==> src/rtl/power_mode_pkg.sv <==
// Shared encodings for the power mode manager: power_mode values, FSM states,
// wakeup source bit positions and the state-to-mode mapping.
package power_mode_pkg;

  localparam logic [1:0] MODE_DEEPSLEEP = 2'b00;
  localparam logic [1:0] MODE_STANDBY   = 2'b01;
  localparam logic [1:0] MODE_ACTIVE    = 2'b10;

  localparam int WAKE_SRC_W = 4;
  localparam int GPIO       = 0;
  localparam int UART_RX    = 1;
  localparam int TIMER      = 2;
  localparam int CAN        = 3;

  typedef enum logic [2:0] {
    ST_ACTIVE    = 3'd0,
    ST_STANDBY   = 3'd1,
    ST_DRAIN     = 3'd2,
    ST_DEEPSLEEP = 3'd3,
    ST_WAKE      = 3'd4
  } pm_state_e;

  function automatic logic [1:0] mode_of(input pm_state_e s);
    case (s)
      ST_ACTIVE:    mode_of = MODE_ACTIVE;
      ST_DEEPSLEEP: mode_of = MODE_DEEPSLEEP;
      ST_STANDBY,
      ST_DRAIN,
      ST_WAKE:      mode_of = MODE_STANDBY;
      default:      mode_of = MODE_ACTIVE;
    endcase
  endfunction

endpackage

==> src/rtl/pm_idle_counter.sv <==
// Saturating idle counter with clear and a ">= threshold" hit flag;
// a zero threshold never hits.
module pm_idle_counter #(
  parameter int W = 16
) (
  input  logic         clk_master,
  input  logic         rst,
  input  logic         clr,
  input  logic         inc,
  input  logic [W-1:0] th,
  output logic         hit
);

  logic [W-1:0] cnt;

  always_ff @(posedge clk_master) begin
    if (rst) begin
      cnt <= '0;
    end else if (clr) begin
      cnt <= '0;
    end else if (inc && (cnt != '1)) begin
      cnt <= cnt + W'(1);
    end
  end

  assign hit = (th != '0) && (cnt >= th);

endmodule

==> src/rtl/power_mode_manager.sv <==
// Power mode sequencer feeding clock_gate_controller. POWER_MODE_STATS_EN adds
// DeepSleep entry/cycle counters; without it those outputs are tied to zero.
//   state     | meaning
//   ACTIVE    | full clocks, watching idle time and sleep_req
//   STANDBY   | reduced clocks, waiting for activity or deeper idle
//   DRAIN     | settle window before DeepSleep, abortable
//   DEEPSLEEP | clocks off until wakeup_request or force_active
//   WAKE      | fixed ramp back to ACTIVE, requests ignored
module power_mode_manager
  import power_mode_pkg::*;
#(
  parameter int IDLE_CNT_W    = 16,
  parameter int SETTLE_CYCLES = 8,
  parameter int WAKE_CYCLES   = 16
) (
  input  logic                  clk_master,
  input  logic                  rst,
  input  logic                  cim_active,
  input  logic                  uart_active,
  input  logic                  dvfs_busy,
  input  logic                  sleep_req,
  input  logic                  force_active,
  input  logic                  wakeup_request,
  input  logic [WAKE_SRC_W-1:0] wakeup_source,
  input  logic [IDLE_CNT_W-1:0] standby_idle_th,
  input  logic [IDLE_CNT_W-1:0] sleep_idle_th,
  output logic [1:0]            power_mode,
  output logic                  mode_changed,
  output logic [WAKE_SRC_W-1:0] wake_cause,
  output logic [2:0]            pm_state,
  output logic [15:0]           sleep_count,
  output logic [31:0]           sleep_cycles
);

  localparam int QW = $clog2(SETTLE_CYCLES + 1);
  localparam int RW = $clog2(WAKE_CYCLES + 1);
  localparam logic [QW-1:0] QUIET_LAST = QW'(SETTLE_CYCLES - 1);
  localparam logic [RW-1:0] RAMP_LAST  = RW'(WAKE_CYCLES - 1);

  pm_state_e             state, state_nxt;
  logic                  bad_state;
  logic                  activity;
  logic                  idle_hit;
  logic                  idle_clr;
  logic [IDLE_CNT_W-1:0] idle_th;
  logic [QW-1:0]         quiet_cnt;
  logic [RW-1:0]         ramp_cnt;

  assign activity = cim_active | uart_active | dvfs_busy;
  assign idle_th  = (state == ST_STANDBY) ? sleep_idle_th : standby_idle_th;
  assign idle_clr = activity | (state_nxt != state);

  pm_idle_counter #(.W(IDLE_CNT_W)) u_idle (
    .clk_master (clk_master),
    .rst        (rst),
    .clr        (idle_clr),
    .inc        (~activity),
    .th         (idle_th),
    .hit        (idle_hit)
  );

  // Idle thresholds only fire on a quiet cycle; dvfs_busy holds STANDBY.
  always_comb begin
    state_nxt = state;
    bad_state = 1'b0;
    case (state)
      ST_ACTIVE: begin
        if (!force_active) begin
          if (sleep_req)                  state_nxt = ST_DRAIN;
          else if (idle_hit && !activity) state_nxt = ST_STANDBY;
        end
      end
      ST_STANDBY: begin
        if (force_active || cim_active || uart_active) state_nxt = ST_ACTIVE;
        else if (sleep_req || (idle_hit && !dvfs_busy)) state_nxt = ST_DRAIN;
      end
      ST_DRAIN: begin
        if (force_active || wakeup_request)           state_nxt = ST_ACTIVE;
        else if (!activity && quiet_cnt == QUIET_LAST) state_nxt = ST_DEEPSLEEP;
      end
      ST_DEEPSLEEP: begin
        if (force_active || wakeup_request) state_nxt = ST_WAKE;
      end
      ST_WAKE: begin
        if (ramp_cnt == RAMP_LAST) state_nxt = ST_ACTIVE;
      end
      default: begin
        state_nxt = ST_ACTIVE;
        bad_state = 1'b1;
      end
    endcase
  end

  always_ff @(posedge clk_master) begin
    if (rst) begin
      state        <= ST_ACTIVE;
      power_mode   <= MODE_ACTIVE;
      mode_changed <= 1'b0;
      wake_cause   <= '0;
      quiet_cnt    <= '0;
      ramp_cnt     <= '0;
    end else begin
      state        <= state_nxt;
      power_mode   <= mode_of(state_nxt);
      mode_changed <= bad_state || (mode_of(state_nxt) != power_mode);
      if (state == ST_DEEPSLEEP && state_nxt == ST_WAKE)
        wake_cause <= wakeup_request ? wakeup_source : '0;
      if (state == ST_DRAIN && state_nxt == ST_DRAIN && !activity)
        quiet_cnt <= quiet_cnt + QW'(1);
      else
        quiet_cnt <= '0;
      if (state == ST_WAKE && state_nxt == ST_WAKE)
        ramp_cnt <= ramp_cnt + RW'(1);
      else
        ramp_cnt <= '0;
    end
  end

  assign pm_state = state;

`ifdef POWER_MODE_STATS_EN
  logic [15:0] sleep_count_q;
  logic [31:0] sleep_cycles_q;

  always_ff @(posedge clk_master) begin
    if (rst) begin
      sleep_count_q  <= '0;
      sleep_cycles_q <= '0;
    end else begin
      if (state != ST_DEEPSLEEP && state_nxt == ST_DEEPSLEEP && sleep_count_q != '1)
        sleep_count_q <= sleep_count_q + 16'd1;
      if (state == ST_DEEPSLEEP && sleep_cycles_q != '1)
        sleep_cycles_q <= sleep_cycles_q + 32'd1;
    end
  end

  assign sleep_count  = sleep_count_q;
  assign sleep_cycles = sleep_cycles_q;
`else
  assign sleep_count  = '0;
  assign sleep_cycles = '0;
`endif

endmodule

==> config.mk <==
export PLATFORM = sky130hd
export DESIGN_NAME = power_mode_manager
export DESIGN_NICKNAME = d
export VERILOG_FILES = /design/src/rtl/power_mode_pkg.sv /design/src/rtl/pm_idle_counter.sv /design/src/rtl/power_mode_manager.sv
export SDC_FILE = /design/constraint.sdc
export NUM_CORES = 1
export LEC_CHECK = 0
export ABC_CLOCK_PERIOD_IN_PS = 4700
export CORE_MARGIN = 3
export CORE_UTILIZATION = 35
export CTS_CLUSTER_SIZE = 12
export DETAILED_ROUTE_END_ITERATION = 10
export GPL_ROUTABILITY_DRIVEN = 0
export HOLD_SLACK_MARGIN = 0.06
export PLACE_DENSITY = 0.66
export SLEW_MARGIN = 15
export SYNTH_ARGS = -nofsm -noshare
export SYNTH_HDL_FRONTEND = slang
export SYNTH_SLANG_ARGS = --single-unit
export TNS_END_PERCENT = 100
==> constraint.sdc <==
create_clock -name clk_master -period 4.7 [get_ports clk_master]
set_input_delay 0.705 -clock clk_master [delete_from_list [all_inputs] [get_ports clk_master]]
set_output_delay 0.705 -clock clk_master [all_outputs]
set_load 0.02 [all_outputs]
==> results of run 1 <==
-- per-layer routing --
layer  GRT usage  wire (um)
met5           0          0
met4      0.0464         68
met3      0.0390        716
met2       0.197       2400
met1       0.203       2850
-- cell type report --
cell class / instances / area, um2 / share of cell area
clock inverters: 1 / 7.51 / 0.00235
clock buffers: 7 / 96.3 / 0.0302
well taps: 96 / 120 / 0.0376
inverters: 6 / 22.5 / 0.00705
multi-input cells: 254 / 1680 / 0.526
repair buffers: 58 / 568 / 0.178
flip-flops and latches: 35 / 701 / 0.219
-- worst min path at each step --
stage	endpoint	slack, ps	cells after the start
6_report	quiet_cnt[0]	450	1
5_1_grt	quiet_cnt[0]	470	1
4_1_cts	quiet_cnt[0]	450	1
3_5_place_dp	quiet_cnt[0]	440	1
3_3_place_gp	quiet_cnt[0]	430	1
2_1_floorplan	ramp_cnt[0]	420	1
-- cells in the final DEF (no fill, tap or decap), drive strengths merged, types with 2 or more instances in the layout --
cell,count
xnor2,7
nor4,10
buf,5
nand2,23
clkdlybuf4s50,53
nor2,21
dfxtp,35
o21a,4
a2111oi,2
nand4,8
inv,6
a21oi,12
nand3,11
and4,2
a31oi,2
a211oi,4
o21ai,9
and3,3
mux2i,17
ha,20
conb,48
or2,2
nand2b,2
clkbuf,7
xor2,14
nor3,20
-- per-stage QoR --
| stage | worst slack, ps | total power [uW] |
|---|---|---|
| 4_1_cts | 756 | 672 |
| 3_3_place_gp | 648 | 424 |
| 2_1_floorplan | 581 | 400 |
| 3_5_place_dp | 598 | 424 |
| 6_report | 759 | 666 |
| 5_1_grt | 501 | 693 |
-- sequential cells by signal, summed over array words and instances, names as in the netlist --
name          flops
wake_cause        4
quiet_cnt         4
mode_changed      1
u_idle.cnt       16
power_mode        2
ramp_cnt          5
pm_state          3
-- worst register-to-register path: stages, from the launching register on --
cell and delay (ps):
dfxtp_1 410, nor3b_2 270, buf_4 300, mux2i_1 140, ha_1 320, nand4_1 140
or4_1 540, o32a_1 330, a211o_1 330, o221a_4 340, xnor2_4 540, nor3_1 140
-- where the power goes --
group / internal, uW / switching, uW
clock: 133 / 114
sequential: 299 / 2.15
combinational: 49.8 / 68.3
-- cell families after synthesis --
kind of cell	share of synthesized area
buf+inv	0.163
simple gates	0.226
fa+ha+maj	0.0952
flops	0.267
xor+xnor	0.0771
other cells	0.00143
mux	0.0690
compound gates	0.101
==> summary.md, run 1 <==
| Metric | Value |
|---|---|
| Reg2reg setup slack | 760 ps |
| Clock latency on the worst-skew pair | 290 ps |
| Unrepaired setup endpoints after global routing | no |
| FF-to-FF End | u_idle.cnt[0] |
| Antenna diodes | 0 |
| Min-delay src | quiet_cnt[0] |
| Synthesis Warnings | 0 |
| Initial antenna violation count | 0 |
| GRT Total Usage | 0.140 |
| Worst Setup SP | pm_state[2] |
| Number of synthesized flops with an enable pin | 0 |
| CP Capture Type | flop |
| Main synth FF type | dfxtp_1 |
| Fin area | 3190 um2 |
| Static Leak | 0.00117 uW |
| Final number of hold-violating endpoints | 0 |
| WP buf/inv | 1 |
| Post-CTS Setup Repair Bufs | 0 |
| Worst hold-check path type | flop to flop |
| Synth unique cells | 47 |
| Skew final | 10.4 ps |
| Reg-to-reg critical path startpoint | pm_state[2] |
| Row count | 30 |
| Top cell type's share of synthesized area | 0.267 |
| Yosys reg bits | 35 |
| CTS Buf Count | 5 |
| Peak supply drop | 0.000130 V |
| First-pass GRT wire length | 9760 um |
| Setup TNS | 0 ps |
| Filler cells | 706 |
| CP cell instances | nor3b_2, buf_4, mux2i_1, ha_1, nand4_1, or4_1, o32a_1, a211o_1, o221a_4, xnor2_4, nor3_1 |
| Hold Buf Count CTS | 0 |
| Slew @ Worst Pin | 778 ps |
| Final min period | 3940 ps |
| Non-Filler Instances | 457 |
| DIE HEIGHT | 92.6 um |
| H-tree depth | 2 |
| Nets | 424 |
| Clock root buffer | clkbuf_8 |
| Die area | 8580 um2 |
| Fmax achieved | 254 MHz |
| Via count | 2189 |
| Core Util, Final | 0.455 |
| Top post-synthesis cells by count | 50 x buf_4, 35 x dfxtp_1, 23 x nand2_1, 21 x nor2_1, 20 x ha_1 |
| Max-Cap Viols | 0 |
| Outcome | finished, final reports clean |
| Largest net degree at the start of global routing | 17 |
| CP endpoint | u_idle.cnt[0] |
| Slowest CP cell | or4_1 |
| Worst R2R Path Depth | 11 |
| Vias in the first global route | 2037 |
| Netlist area before placement | 2630 um2 |
| Clk slew on worst S/H paths | 80 ps |
| Core area | 7020 um2 |
| CP required | 4840 ps |
| CP Class | flop to flop |
| Dpl cells | 449 |
| Initial Util | 0.374 |
| Most numerous cell in the Yosys netlist | buf_4 |
| Maximum root-to-sink buffer count | 2 |
| DRC Markers | 0 |
| WL final | 6030 um |
| Clock sinks | 35 |
| Die Wd | 92.6 um |
| DR vias/cell | 4.79 |
| DRT iter0 DRCs | 125 |
| Seq/Total Area, Yosys | 0.267 |
| Worst slew margin | 0.479 |
| WP depth | 11 |
| 1st-pass router iterations | 5 |
| Asr flop ratio synth | 0 |
| Crit path max fanout | 16 |
| Pwr per Cell Area | 209 nW/um2 |
| Top Ports | 102 |
| Avg WL per Cell | 13.2 um |
| Hold slack | 455 ps |
| Layout cells sized above 1 | 0.0859 |
| Final Slew Violations | 0 |
| Area grow syn2layout | 21.6% |
| Hpwl dp | 4800 um |
| Placed inst area | 3090 um2 |
| Post-CTS Resized | 0 |
| Total global routing overflow | 0 |
| Period utilization | 0.838 |
| CTS tree | built |
| I/O Buffers | 53 |
| Post-synthesis cell count | 304 |
| Synthesized area per cell | 8.64 um2 |
| Leading post-synthesis cells by cell area | dfxtp_1 27%, buf_4 14%, ha_1 9.5%, mux2i_1 6.5%, xor2_1 4.7% |
| Critical path arrival | 4080 ps |
| Area leader, netlist | dfxtp_1 |
| Startpoint Class | flop |
| Critical path's largest stage delay | 540 ps |
| Final Setup Violations | 0 |
| Crit path max-delay family | simple AND/OR/NAND/NOR gates |
| Post-DRT Antenna Nets | 0 |
No activity file was read; power rests on OpenSTA's default activity.
==> inputs of run 2 (changes only) <==
Settings changed: ABC_CLOCK_PERIOD_IN_PS 4700 to 3800.
Clock period 4.7 ns to 3.8 ns, I/O delays scaled along.
==> summary.md, run 2 (same netlist as run 1, synthesis figures left out) <==
| Metric | Value |
|---|---|
| Fmax achieved | 289 MHz (was 254 MHz) |
| Die area | 8580 um2 (unchanged) |
| Hold Path Sink | quiet_cnt[0] (unchanged) |
| DR vias/cell | 4.75 (was 4.79) |
| Area grow syn2layout | 24.4% (was 21.6%) |
| Worst R2R Path Depth | 12 (was 11) |
| Post-DRT Antenna Nets | 0 (unchanged) |
| WL final | 6330 um (was 6030 um) |
| Most flops, register | u_idle.cnt (unchanged) |
| Dpl cells | 456 (was 449) |
| Static Leak | 0.00121 uW (was 0.00117 uW) |
| Row count | 30 (unchanged) |
| Pwr per Cell Area | 241 nW/um2 (was 209 nW/um2) |
| Clock latency on the worst-skew pair | 290 ps (about the same) |
| H-tree depth | 2 (unchanged) |
| Period utilization | 0.909 (was 0.838) |
| Core area | 7020 um2 (unchanged) |
| Non-Filler Instances | 465 (was 457) |
| CP Capture Type | flop (unchanged) |
| Reg-to-reg critical path startpoint | pm_state[1] (was pm_state[2]) |
| Largest net degree at the start of global routing | 19 (was 17) |
| CTS tree | built (unchanged) |
| Pwr Total | 787 uW (was 666 uW) |
| I/O Buffers | 53 (unchanged) |
| Worst Setup SP | pm_state[1] (was pm_state[2]) |
| Unrepaired setup endpoints after global routing | no (unchanged) |
| Post-CTS Resized | 0 (unchanged) |
| Most common cell after layout, fill and taps aside | clkdlybuf4s50_1 (unchanged) |
| Peak supply drop | 0.000196 V (was 0.000130 V) |
| Hpwl dp | 5040 um (was 4800 um) |
| CTS Buf Count | 5 (unchanged) |
| Max reg flops | 16 (unchanged) |
| Biggest regs | u_idle.cnt: 16 flops, ramp_cnt: 5 flops (unchanged) |
| Final Slew Violations | 0 (unchanged) |
| Top Ports | 102 (unchanged) |
| Maximum root-to-sink buffer count | 2 (unchanged) |
| Worst slew margin | 0.473 (was 0.479) |
| Clock sinks | 35 (unchanged) |
| DRC Markers | 0 (unchanged) |
| Startpoint Class | flop (unchanged) |
| Hold depth | 1 (unchanged) |
| Vias in the first global route | 2131 (was 2037) |
| Placed inst area | 3170 um2 (was 3090 um2) |
| CP Class | flop to flop (unchanged) |
| DRT iter0 DRCs | 64 (was 125) |
| Crit path max fanout | 18 (was 16) |
| Critical path arrival | 3650 ps (was 4080 ps) |
| Clk slew on worst S/H paths | 80 ps (about the same) |
| Max-Cap Viols | 0 (unchanged) |
| Slew @ Worst Pin | 780 ps (was 778 ps) |
| Initial antenna violation count | 0 (unchanged) |
| Min-delay src | quiet_cnt[0] (unchanged) |
| Die Wd | 92.6 um (unchanged) |
| FF-to-FF End | mode_changed (was u_idle.cnt[0]) |
| Final Setup Violations | 0 (unchanged) |
| GRT Total Usage | 0.147 (was 0.140) |
| DIE HEIGHT | 92.6 um (unchanged) |
| 1st-pass router iterations | 4 (was 5) |
| Via count | 2210 (was 2189) |
| Avg WL per Cell | 13.6 um (was 13.2 um) |
| Nets | 432 (was 424) |
| Hold slack | 454 ps (was 455 ps) |
| Skew final | 10.7 ps (was 10.4 ps) |
| Antenna diodes | 0 (unchanged) |
| Layout cells sized above 1 | 0.100 (was 0.0859) |
| Fin area | 3270 um2 (was 3190 um2) |
| Final number of hold-violating endpoints | 0 (unchanged) |
| Total global routing overflow | 0 (unchanged) |
| Worst hold-check path type | flop to flop (unchanged) |
| Clock root buffer | clkbuf_8 (unchanged) |
| Most frequent cells in the layout | 53 x clkdlybuf4s50_1, 48 x conb_1, 35 x dfxtp_1, 23 x nand2_1, 21 x nor2_1 (unchanged) |
| Filler cells | 685 (was 706) |
| Outcome | finished, final reports clean (unchanged) |
| First-pass GRT wire length | 10100 um (was 9760 um) |
| CP required | 3990 ps (was 4840 ps) |
| Final min period | 3460 ps (was 3940 ps) |
| Initial Util | 0.374 (unchanged) |
| Reg2reg setup slack | 340 ps (was 760 ps) |
-- run 2: cell count changes in the layout (fill, tap and decap cells not counted), sizes merged --
cell / change
clkinv: +1
buf: +8
clkinvlp: -1
-- run 2: metal layers --
| layer | part of all wire | routed length [um] | vias up | track usage |
|---|---|---|---|---|
| li1 | - | - | 1115 | - |
| met1 | 0.43 | 2730 | 987 | 0.184 |
| met2 | 0.46 | 2910 | 102 | 0.242 |
| met3 | 0.098 | 621 | 6 | 0.0455 |
| met4 | 0.010 | 65 | 0 | 0.0464 |
| met5 | 0 | 0 | - | 0 |
-- run 2: worst max-delay path by stage --
stage                           endpoint  slack (ps)  depth (start not counted)
after floorplan           u_idle.cnt[10]           3                         14
after global placement     u_idle.cnt[2]         -40                         10
after CTS                 u_idle.cnt[14]         150                         11
after detailed placement  u_idle.cnt[14]        -120                         10
final                       mode_changed         340                         12
after global routing        quiet_cnt[3]         120                         13
-- run 2: report_power, final --
group          internal, uW  total, uW  switching [uW]
combinational          65.9        151            85.5
sequential              370        371            1.69
clock                   129        264             135
-- run 2: layout make-up --
type,count,area [um2],share of cell area
sequential,35,701,0.214
clock inverter,1,5.00,0.00153
timing repair buffer,66,666,0.204
clock buffer,7,76.3,0.0233
multi-input combinational,254,1680,0.514
inverter,6,22.5,0.00689
tap,96,120,0.0367
-- run 2: stage by stage --
step	TNS (ps)	setup WS [ps]	util
6_report	0	345	0.466
4_1_cts	0	151	0.463
3_5_place_dp	-1400	-118	0.451
2_1_floorplan	0	3.00	-
3_3_place_gp	-290	-35.3	0.451
5_1_grt	0	121	0.466
-- run 2: repair_timing --
action	4_1_cts	5_1_grt
endpoints found under the setup margin	0	16
hold buffers	0	0
setup buffers	0	1
-- run 2: critical path, cell delays in order, from the launching register on --
cell	delay, ps
dfxtp_1	330
nor3b_2	260
buf_12	220
mux2i_1	100
ha_1	310
nand4_1	120
or4_1	540
o32a_1	330
a211o_1	330
o221a_4	320
buf_4	160
xnor2_1	140
a21bo_2	200
